## src/rtl/palin_pkg.sv

```systemverilog
// Shared definitions for the palindrome-detector feed path: FSM encoding,
// frame counter width and the default idle line level.
package palin_pkg;

  typedef enum logic [0:0] {ST_IDLE, ST_SHIFT} state_e;

  localparam int unsigned CNT_W        = 16;
  localparam logic        IDLE_BIT_DEF = 1'b0;

endpackage

```

## src/rtl/palin_hold_buf.sv

```systemverilog
// One-word holding register with a full flag. A load wins over a drain in the
// same cycle so a word can be swapped in while the old one leaves.
module palin_hold_buf #(
  parameter int unsigned WORD_W = 8
) (
  input  logic              clk_i,
  input  logic              rst_i,
  input  logic              load_i,
  input  logic [WORD_W-1:0] load_data_i,
  input  logic              drain_i,
  output logic [WORD_W-1:0] data_o,
  output logic              full_o
);

  logic [WORD_W-1:0] data_d, data_q;
  logic              full_d, full_q;

  always_comb begin
    data_d = data_q;
    full_d = full_q;
    if (drain_i) begin
      full_d = 1'b0;
    end
    if (load_i) begin
      data_d = load_data_i;
      full_d = 1'b1;
    end
  end

  always_ff @(posedge clk_i) begin
    if (rst_i) begin
      data_q <= '0;
      full_q <= 1'b0;
    end else begin
      data_q <= data_d;
      full_q <= full_d;
    end
  end

  assign data_o = data_q;
  assign full_o = full_q;

endmodule

```

## src/rtl/palin_bit_serializer.sv

```systemverilog
// Parallel-to-serial feeder for the palindrome detector: valid/ready word input,
// one bit per cycle out, with a one-word buffer so frames run back to back.
module palin_bit_serializer
  import palin_pkg::*;
#(
  parameter int unsigned WORD_W    = 8,
  parameter bit          MSB_FIRST = 1'b1,
  parameter logic        IDLE_BIT  = IDLE_BIT_DEF,
  parameter int unsigned CNT_W     = palin_pkg::CNT_W
) (
  input  logic              CLK,
  input  logic              RST,
  input  logic [WORD_W-1:0] DIN,
  input  logic              DIN_VALID,
  output logic              DIN_READY,
  output logic              SOUT,
  output logic              SOUT_VALID,
  output logic              SOUT_LAST,
  output logic              BUSY,
  output logic [CNT_W-1:0]  WORD_CNT
);

  localparam int unsigned IdxW = $clog2(WORD_W);
  localparam logic [IdxW-1:0] LastIdx = IdxW'(WORD_W - 1);

  state_e            state_d, state_q;
  logic [WORD_W-1:0] shift_d, shift_q;
  logic [IdxW-1:0]   idx_d, idx_q;
  logic [CNT_W-1:0]  cnt_d, cnt_q;

  logic              hold_full, hold_load, hold_drain;
  logic [WORD_W-1:0] hold_data;
  logic              accept, last_bit;
  logic [WORD_W-1:0] shift_adv;

  palin_hold_buf #(
    .WORD_W (WORD_W)
  ) u_hold (
    .clk_i       (CLK),
    .rst_i       (RST),
    .load_i      (hold_load),
    .load_data_i (DIN),
    .drain_i     (hold_drain),
    .data_o      (hold_data),
    .full_o      (hold_full)
  );

  assign DIN_READY = !RST && !hold_full;
  assign accept    = DIN_VALID && DIN_READY;
  assign last_bit  = (state_q == ST_SHIFT) && (idx_q == LastIdx);
  // The bit on SOUT always sits at the outgoing end of the shift register.
  assign shift_adv = MSB_FIRST ? {shift_q[WORD_W-2:0], 1'b0} : {1'b0, shift_q[WORD_W-1:1]};

  always_comb begin
    state_d    = state_q;
    shift_d    = shift_q;
    idx_d      = idx_q;
    cnt_d      = cnt_q;
    hold_load  = 1'b0;
    hold_drain = 1'b0;
    case (state_q)
      ST_IDLE: begin
        if (accept) begin
          shift_d = DIN;
          idx_d   = '0;
          state_d = ST_SHIFT;
        end
      end
      ST_SHIFT: begin
        if (last_bit) begin
          cnt_d = cnt_q + CNT_W'(1);
          idx_d = '0;
          if (hold_full) begin
            shift_d    = hold_data;
            hold_drain = 1'b1;
          end else if (accept) begin
            shift_d = DIN;
          end else begin
            shift_d = '0;
            state_d = ST_IDLE;
          end
        end else begin
          shift_d   = shift_adv;
          idx_d     = idx_q + IdxW'(1);
          hold_load = accept;
        end
      end
      default: state_d = ST_IDLE;
    endcase
  end

  always_ff @(posedge CLK) begin
    if (RST) begin
      state_q <= ST_IDLE;
      shift_q <= '0;
      idx_q   <= '0;
      cnt_q   <= '0;
    end else begin
      state_q <= state_d;
      shift_q <= shift_d;
      idx_q   <= idx_d;
      cnt_q   <= cnt_d;
    end
  end

  assign SOUT_VALID = (state_q == ST_SHIFT);
  assign SOUT       = SOUT_VALID ? (MSB_FIRST ? shift_q[WORD_W-1] : shift_q[0]) : IDLE_BIT;
  assign SOUT_LAST  = last_bit;
  assign BUSY       = (state_q == ST_SHIFT) || hold_full;
  assign WORD_CNT   = cnt_q;

endmodule

```

## config.mk

```make
export PLATFORM = sky130hd
export DESIGN_NAME = palin_bit_serializer
export DESIGN_NICKNAME = d
export VERILOG_FILES = /design/src/rtl/palin_pkg.sv /design/src/rtl/palin_hold_buf.sv /design/src/rtl/palin_bit_serializer.sv
export SDC_FILE = /design/constraint.sdc
export NUM_CORES = 1
export LEC_CHECK = 0
export CAP_MARGIN = 10
export CORE_ASPECT_RATIO = 0.6
export CORE_MARGIN = 1.5
export CORE_UTILIZATION = 46
export CTS_CLUSTER_DIAMETER = 100
export DETAILED_ROUTE_END_ITERATION = 6
export GPL_TIMING_DRIVEN = 0
export PLACE_DENSITY = 0.77
export SLEW_MARGIN = 20
export SYNTH_ARGS = -nofsm -noshare
export SYNTH_HDL_FRONTEND = slang
export SYNTH_SLANG_ARGS = --single-unit
export TNS_END_PERCENT = 100
```

## constraint.sdc

```tcl
create_clock -name CLK -period 1.5 [get_ports CLK]
set_input_delay 0.45 -clock CLK [delete_from_list [all_inputs] [get_ports CLK]]
set_output_delay 0.45 -clock CLK [all_outputs]
set_load 0.05 [all_outputs]
```

==> results.ini <==
[setup_path]
critPathBufInv=2
reg2reg_depth=8
required_ns=1.67
cp.arrival_ns=1.89
cp_top_family=compound AO/OA/AOI/OAI gates
setup.worst_path.start_class=flop
crit_start=idx_q[0]$_SDFFE_PP0P_
cpMaxStageDelayCell=dfxtp_2
crit_top_cell=ha_4
r2r_end=shift_q[2]$_SDFFE_PP0P_
reg2reg_slack_ns=-0.22
worstReg2RegStart=idx_q[0]$_SDFFE_PP0P_
worst-path-stages=8
worstSetupEndpointType=flop
critical_path_class=flop to flop
path_max_fanout=5
cp_cell_sequence=ha_4 -> ha_4 -> buf_4 -> buf_6 -> a21bo_2 -> a22o_1 -> o21ai_1 -> a21oi_1
crit_end=shift_q[2]$_SDFFE_PP0P_
max_stage_delay_ns=0.36

[synthesis]
synth_area_leaders=dfxtp_1, a21oi_1, nor2_1
synthesis.area_um2=1742
synth_nets=212
synth_ff_type=dfxtp_1
synth_edf_count=0
ys_warn_count=0
synth-seq-cells=37
synthCells=198
syn_avg_cell_area_um2=8.796
yosysTopAreaCellShare=0.4253
synth-seq-area-share=0.4253
ys_types=38
synthArstFlopShare=0
yosys.area.top_type=dfxtp_1

[routing]
finalWirelength_um=5955
wire_per_inst_um=18.73
drtIter0Drc=221
num_vias=1846
drc=0
vias_per_cell=5.805
first_pass_iters=5
ant_nets=0

[clock_network]
numCtsBuffers=5
clkSinkCount=37
cts-root-buf=clkbuf_8
cts_tree=yes
insertion_delay_ns=0.30
ctsHoldBuffers=0
h-tree-depth=2
cts.path.max_buffers=2
clk_pin_slew_ns=0.07

[floorplan]
die_w_um=82.44
pin_count=32
fp-row-count=17
floorplan.initialDensity=0.4788
die_h_um=50.67
core_area_um2=3637
dieArea_um2=4177

[final_layout]
antenna_cells=0
fillers=212
finalNetCount=284
area_growth_pct=58.05
finalInstanceArea_um2=2753
final_cell_mix=buf_4, nor2_1, dfxtp_1
mostFrequentLayoutCell=buf_4
final_layout_size_suffix_gt1_frac=0.4760

[sta]
fmax_mhz=581.1
period_needed_ns=1.721
slew_violations=0
grt_setup_unrepaired=true
hold_viol=0
fin_skew_ns=0.006668
setup_viol=33
max_slew_margin=0.6271
tightest_slew_ns=0.5593
finalCritPeriodShare=1.147
worst_slack_ns=-0.2210

[status]
violations=negative setup slack
outcome=complete, but fails checks

[grt]
antenna_found_initial=0
grt_max_degree=13
grt_pass1_vias=1633
grt_pass1_wl_um=8010
grtUsageTotal=0.2629
overflow=0

[place]
dp_slack_ns=-1.281
placed_area_um2=2193
dp_hpwl_um=2885
port_buffers=31
gp_congestion=0.8223

[power]
power_density_nw_per_um2=856.5
leakagePower_nw=1.154
vdd_drop_max_mv=0.5867

[hold_path]
hold_path_class=flop to flop

[run]
cap_viol_max_count=0

-- what timing repair did --
item / 4_1_cts / 5_1_grt
endpoints found under the hold margin: 0 / 0
setup endpoints to repair: 55 / 46
gates resized for setup: 150 / 33
setup buffers: 21 / 14
pin swaps: 16 / 13
cloned: 2 / 0
-- cell usage after synthesis, types with 2 or more instances --
library cell,instances
a21bo_2,7
a21oi_1,20
a22o_1,7
a22oi_1,3
and2_1,2
buf_2,3
buf_4,2
clkbuf_1,6
dfxtp_1,37
ha_1,3
inv_1,4
nand2_1,20
nand2b_1,3
nand3_1,10
nand4_1,3
nor2_1,22
nor3_1,4
nor4_1,4
o21ai_0,9
xnor2_1,9
xor2_1,3
-- metrics by stage --
stage | utilization | cells | hold slack [ns] | setup TNS (ns) | total power [W]
finish | 0.7568 | 318 | 0.4531 | -2.585 | 0.002358
global route | 0.7568 | 318 | 0.4855 | -5.013 | 0.002419
CTS | 0.7255 | 307 | 0.4555 | -3.849 | 0.002275
detailed placement | 0.6030 | 276 | 0.4426 | -21.44 | 0.001298
global placement | 0.6030 | 276 | 0.4379 | -21.18 | 0.001295
floorplan | - | 198 | 0.4288 | 0 | 0.001208
-- cells by family after synthesis --
kind of cell    Yosys count  synth area share
fa+ha+maj                 3           0.02155
buf+inv                  16           0.04525
simple gates             80            0.2529
flops                    37            0.4253
compound gates           48            0.1825
mux                       2           0.01221
xor+xnor                 12           0.06035
-- how the worst min path moves through the flow --
stage / startpoint / end / cells past startpoint / slack (ns)
floorplan: shift_q[1]$_SDFFE_PP0P_ / shift_q[1]$_SDFFE_PP0P_ / 2 / 0.43
global placement: shift_q[4]$_SDFFE_PP0P_ / shift_q[4]$_SDFFE_PP0P_ / 2 / 0.44
detailed placement: shift_q[2]$_SDFFE_PP0P_ / shift_q[2]$_SDFFE_PP0P_ / 2 / 0.44
CTS: shift_q[6]$_SDFFE_PP0P_ / shift_q[6]$_SDFFE_PP0P_ / 2 / 0.46
global route: shift_q[6]$_SDFFE_PP0P_ / shift_q[6]$_SDFFE_PP0P_ / 2 / 0.49
finish: shift_q[6]$_SDFFE_PP0P_ / shift_q[6]$_SDFFE_PP0P_ / 2 / 0.45
-- power breakdown --
group	internal, W	switching, W	total [W]
registers	0.00100	0.0000206	0.00103
logic	0.000190	0.000207	0.000397
clock network	0.000542	0.000393	0.000935
total	0.00174	0.000621	0.00236
-- worst min-delay path, cell delays in order, from the launching register on --
cell and delay (ns):
dfxtp_1 0.31, nand2_1 0.05, a21oi_1 0.05
-- registers in the layout, summed over array words and instances (netlist names) --
name / cells
WORD_CNT: 16
shift_q: 8
u_hold.data_o: 8
idx_q: 3
SOUT_VALID: 1
u_hold.full_o: 1
-- area by class of cell --
| type | instances | area [um2] | area share |
|---|---|---|---|
| multi-input cells | 145 | 1091 | 0.3964 |
| flip-flops and latches | 37 | 779.5 | 0.2832 |
| repair buffers | 66 | 561.8 | 0.2041 |
| plain buffers | 11 | 127.6 | 0.04636 |
| clock buffers | 6 | 82.58 | 0.03000 |
| well taps | 47 | 58.81 | 0.02136 |
| clock inverters | 2 | 36.28 | 0.01318 |
| inverters | 4 | 15.01 | 0.005455 |
-- per-layer routing --
metal	global-route usage	vias up	part of all wire
met1	0.3634	866	0.44
met4	0.09040	0	0.035
met3	0.07636	29	0.085
met2	0.3875	113	0.44
met5	0	-	0
li1	-	838	-
No activity file was read; power rests on OpenSTA's default activity.
==> patch 1, RTL diff (config.mk and constraints unchanged) <==
`WORD_W` is set to 8 in 2 places; all go to 16.
--- a/src/rtl/palin_hold_buf.sv
+++ b/src/rtl/palin_hold_buf.sv
@@ -3,3 +3,3 @@
 module palin_hold_buf #(
-  parameter int unsigned WORD_W = 8
+  parameter int unsigned WORD_W = 16
 ) (
--- a/src/rtl/palin_bit_serializer.sv
+++ b/src/rtl/palin_bit_serializer.sv
@@ -5,3 +5,3 @@
 #(
-  parameter int unsigned WORD_W    = 8,
+  parameter int unsigned WORD_W    = 16,
   parameter bit          MSB_FIRST = 1'b1,
Interface: changed (resized DIN); port bits go from 32 to 40. No check against the original RTL was run, so the function may have changed too.
==> patch 1 against the original RTL <==
  * Synthesized cell count grew 36%
  * The run still ends with negative setup slack left
  * Power grew 27%
  * Sequential cell count grew 17
  * Design area grew 39%
  * Critical path type unchanged
  * Routed wire length grew 59%
  * Worst setup slack lost 100 ps
  * Area after synthesis grew 30%
  * Die area grew 29%
==> patch 1: results (changes against the original RTL) <==
status: finished with violations
failing checks: negative setup slack
Clk Latency, worst-skew pair: 330 ps (+30 ps)
DP Area: 0.00284 sq mm (+29%)
worst hold slack: 471 ps (+18.2 ps)
Mapped Nets: 290 (+37%)
Worst path slowest cell: dfxtp_4
first-pass GRT wire length: 12100 um (+52%)
clk_skew: 13.2 ps (+6.49 ps)
Synth top cells by count: 54 x dfxtp_1, 46 x nand2_1, 37 x a21oi_1
Final WS setup: -321 ps (-100 ps)
Final Setup Violations: 50 (+52%)
CP max FO: 6 (+1)
GRT Resource Usage Total: 0.301 (+0.0383)
nets@finish: 372 (+31%)
CP top delay family: buffers and inverters
Worst EP arrival: 2050 ps (+160 ps)
DP HPWL: 4180 um (+45%)
R2R Setup Slk: -320 ps (-100 ps)
DRT iter0 DRCs: 335 (+52%)
mux cell area share after synthesis: 0.00442 (-0.00780)
vias in the first global route: 2344 (+44%)
VDD IR-drop max: 519 uV (-12%)
routability cong.: 0.800 (-2.8%)
largest net degree at the start of global routing: 17 (+4)
dpl ws: -1370 ps (-93.6 ps)
sequential area share after synthesis: 0.477 (+0.0515)
Post-Synth Adder-Cell Area: 0.0110 (-0.0105)
post-synthesis xor/xnor area fraction: 0.0386 (-0.0217)
[patch 1: cell count changes in the layout (fill, tap and decap cells not counted), sizes merged, moves of 6 or more]
cell           change
a21bo              -7
a21oi             +17
a22o               -7
a22oi             +22
a31oi              +6
clkbuf             +6
clkdlybuf4s50      +8
dfxtp             +17
nand2             +25
nor2               -7
[patch 1: final timing paths]
| kind | from | to | depth (start not counted) |
|---|---|---|---|
| max | idx_q[0] | u_hold.data_o[15] | 9 |
| min | u_hold.data_o[5] | u_hold.data_o[5] | 2 |
| max reg2reg | idx_q[0] | u_hold.data_o[15] | 9 |
| min reg2reg | u_hold.data_o[5] | u_hold.data_o[5] | 2 |
[patch 1: worst reg2reg max path: stages (launching register included)]
cell	delay, ps
dfxtp_4	360
ha_4	170
nand4_4	130
buf_12	140
buf_4	120
buf_6	100
and3_4	270
buf_6	120
nand2_2	70
a21oi_1	240
[patch 1: power breakdown]
part / switching (uW) / internal [uW] / leakage (uW) / total [uW]
logic: 292 / 248 / 0.000969 / 540
clock network: 526 / 426 / 0.0000561 / 952
registers: 39.8 / 1460 / 0.000449 / 1500
total: 858 / 2130 / 0.00147 / 2990
[patch 1: final cells by class]
type                       count  area [sq um]
fill                         243           821
multi-input combinational    194          1610
clock inverter                 2          10.0
tap                           63          78.8
sequential                    54          1130
inverter                       4          27.5
timing repair buffer          78           704
buffer                        14           185
clock buffer                   6          93.8
[patch 1: timing repair]
item / CTS / global route
setup buffers: 25 / 12
cloned: 3 / 1
pin swaps: 20 / 35
gates resized for setup: 182 / 97
setup endpoints to repair: 74 / 58
[patch 1: routing by layer]
metal	part of all wire	wire, um	up-vias	GRT usage
met4	0.063	593	0	0.147
met3	0.12	1100	69	0.0640
met5	0	0	-	0
met1	0.40	3750	1241	0.412
li1	-	-	1131	-
met2	0.43	4050	210	0.455
[patch 1: cells by family (layout without fill, tap and decap cells)]
group | Yosys count | in the layout
simple gates | 101 | 101
mux | 1 | 1
compound gates | 79 | 80
fa+ha+maj | 2 | 2
buf+inv | 22 | 104
xor+xnor | 10 | 10
flops | 54 | 54
[patch 1: metrics by stage]
step / TNS (ps) / cells
floorplan: -2930 / 269
global placement: -36490 / 371
detailed placement: -38810 / 371
CTS: -5920 / 405
global route: -10430 / 415
finish: -9040 / 415
==> patch 2, RTL diff (same settings) <==
Made on the original files. Reset style: asynchronous (`RST` and `rst_i`), changed in 2 clocked blocks.
--- a/src/rtl/palin_hold_buf.sv
+++ b/src/rtl/palin_hold_buf.sv
@@ -29,3 +29,3 @@
 
-  always_ff @(posedge clk_i) begin
+  always_ff @(posedge clk_i or posedge rst_i) begin
     if (rst_i) begin
--- a/src/rtl/palin_bit_serializer.sv
+++ b/src/rtl/palin_bit_serializer.sv
@@ -91,3 +91,3 @@
 
-  always_ff @(posedge CLK) begin
+  always_ff @(posedge CLK or posedge RST) begin
     if (RST) begin
Formal check against the unedited RTL: differs if RST is asserted again (counterexample within 4 cycles, from zero or initial values and one cycle with RST high); with RST held inactive, the same outputs for 10 cycles.
==> patch 2 against the original RTL <==
  * The flow still finishes with violations (negative setup slack)
  * Sequential cell count unchanged
  * Worst setup slack got worse by 98 ps
  * Area after synthesis increased by 1.7%
  * Routed wire length decreased by 23%
  * Clock skew increased by 2.8 ps
  * Highest routed layer unchanged
  * Design area decreased by 11%
  * Worst hold slack improved by 40 ps
Power is not compared: it rests on default switching activity, and its combinational part moved more than twofold at a synthesized area within 25%.
==> patch 2: results (changes against the original RTL) <==
routed vias: 1353 (-27%)
number of multi-input logic gates: 91 (-37%)
status: finished with violations
Relative slew margins: 0.490 (-0.137)
clk_skew: 9.42 ps (+2.75 ps)
Worst path slowest cell: dfrtp_1
Layout non-clock buf frac: 0.188 (-0.0620)
top cells by area, synth: dfrtp_1 52%, mux2_4 6.8%, xnor2_1 5.4%, a221o_1 4.0%, a32oi_1 3.5%
cts repair resizes: 121 (-19%)
routability cong.: 0.807 (-1.9%)
Post-Synth Adder-Cell Area: 0.0212 (-0.000350)
Final Setup Violations: 30 (-9.1%)
Synth top cells by count: 37 x dfrtp_1, 12 x nor2_1, 11 x xnor2_1
share of layout cells above drive strength 1: 0.510 (+0.0342)
Worst EP arrival: 1370 ps (-520 ps)
dpl ws: -771 ps (+510 ps)
DR WL met3: 310 um (-38%)
metal2 WL: 2300 um (-13%)
Final WS setup: -319 ps (-98.0 ps)
Yosys top cell area share: 0.523 (+0.0977)
first-pass GRT wire length: 6870 um (-14%)
inverter count: 5 (+1)
Hold Path Class: in -> async
largest net degree at the start of global routing: 38 (+25)
R2R cell count: 9 (+1)
RR Endpoint: WORD_CNT[13]
worst hold slack: 493 ps (+39.6 ps)
ys flop type: dfrtp_1
core area: 0.00368 sq mm (+1.2%)
drt pass-1 iters: 6 (+1)
DP Area: 0.00220 sq mm (+0.40%)
GRT Resource Usage Total: 0.213 (-0.0497)
area of the multi-input gates: 895 sq um (-18%)
failing checks: negative setup slack
Seq area share: 0.382 (+0.0987)
Avg Vias per Cell: 5.57 (-4.1%)
DRT iter0 DRCs: 133 (-40%)
setup_tns: -4300 ps (-1710 ps)
post-DR wirelength/cell: 18.9 um (+1.1%)
multi-input combinational area share: 0.363 (-0.0332)
Setup Buffers After CTS: 9 (-57%)
## patch 2: changes by cell type in the layout (fill, tap and decap cells not counted), moves of 8 or more
cell     before  now
dfxtp_2      10    0
nor2_1       21    8
buf_8        11    1
nand2_1      19    4
dfxtp_1      20    0
dfrtp_1       0   25
dfrtp_2       0   12
mux2_4        1    9
buf_4        28   14
a21oi_1      17    1
## patch 2: worst max path at each step
stage / depth (start not counted) / slack [ps] / startpoint / end
3_3_place_gp: 3 / -740 / RST / DIN_READY
5_1_grt: 5 / -360 / idx_q[0] / SOUT_LAST
3_5_place_dp: 3 / -770 / RST / DIN_READY
2_1_floorplan: 5 / -80 / idx_q[1] / WORD_CNT[1]
6_report: 5 / -320 / idx_q[0] / SOUT_LAST
4_1_cts: 5 / -310 / idx_q[0] / SOUT_LAST
## patch 2: routing by layer
layer / GRT usage / vias up
met2: 0.371 / 62
met3: 0.0404 / 12
li1: - / 611
met5: 0 / -
met1: 0.265 / 668
met4: 0.0944 / 0
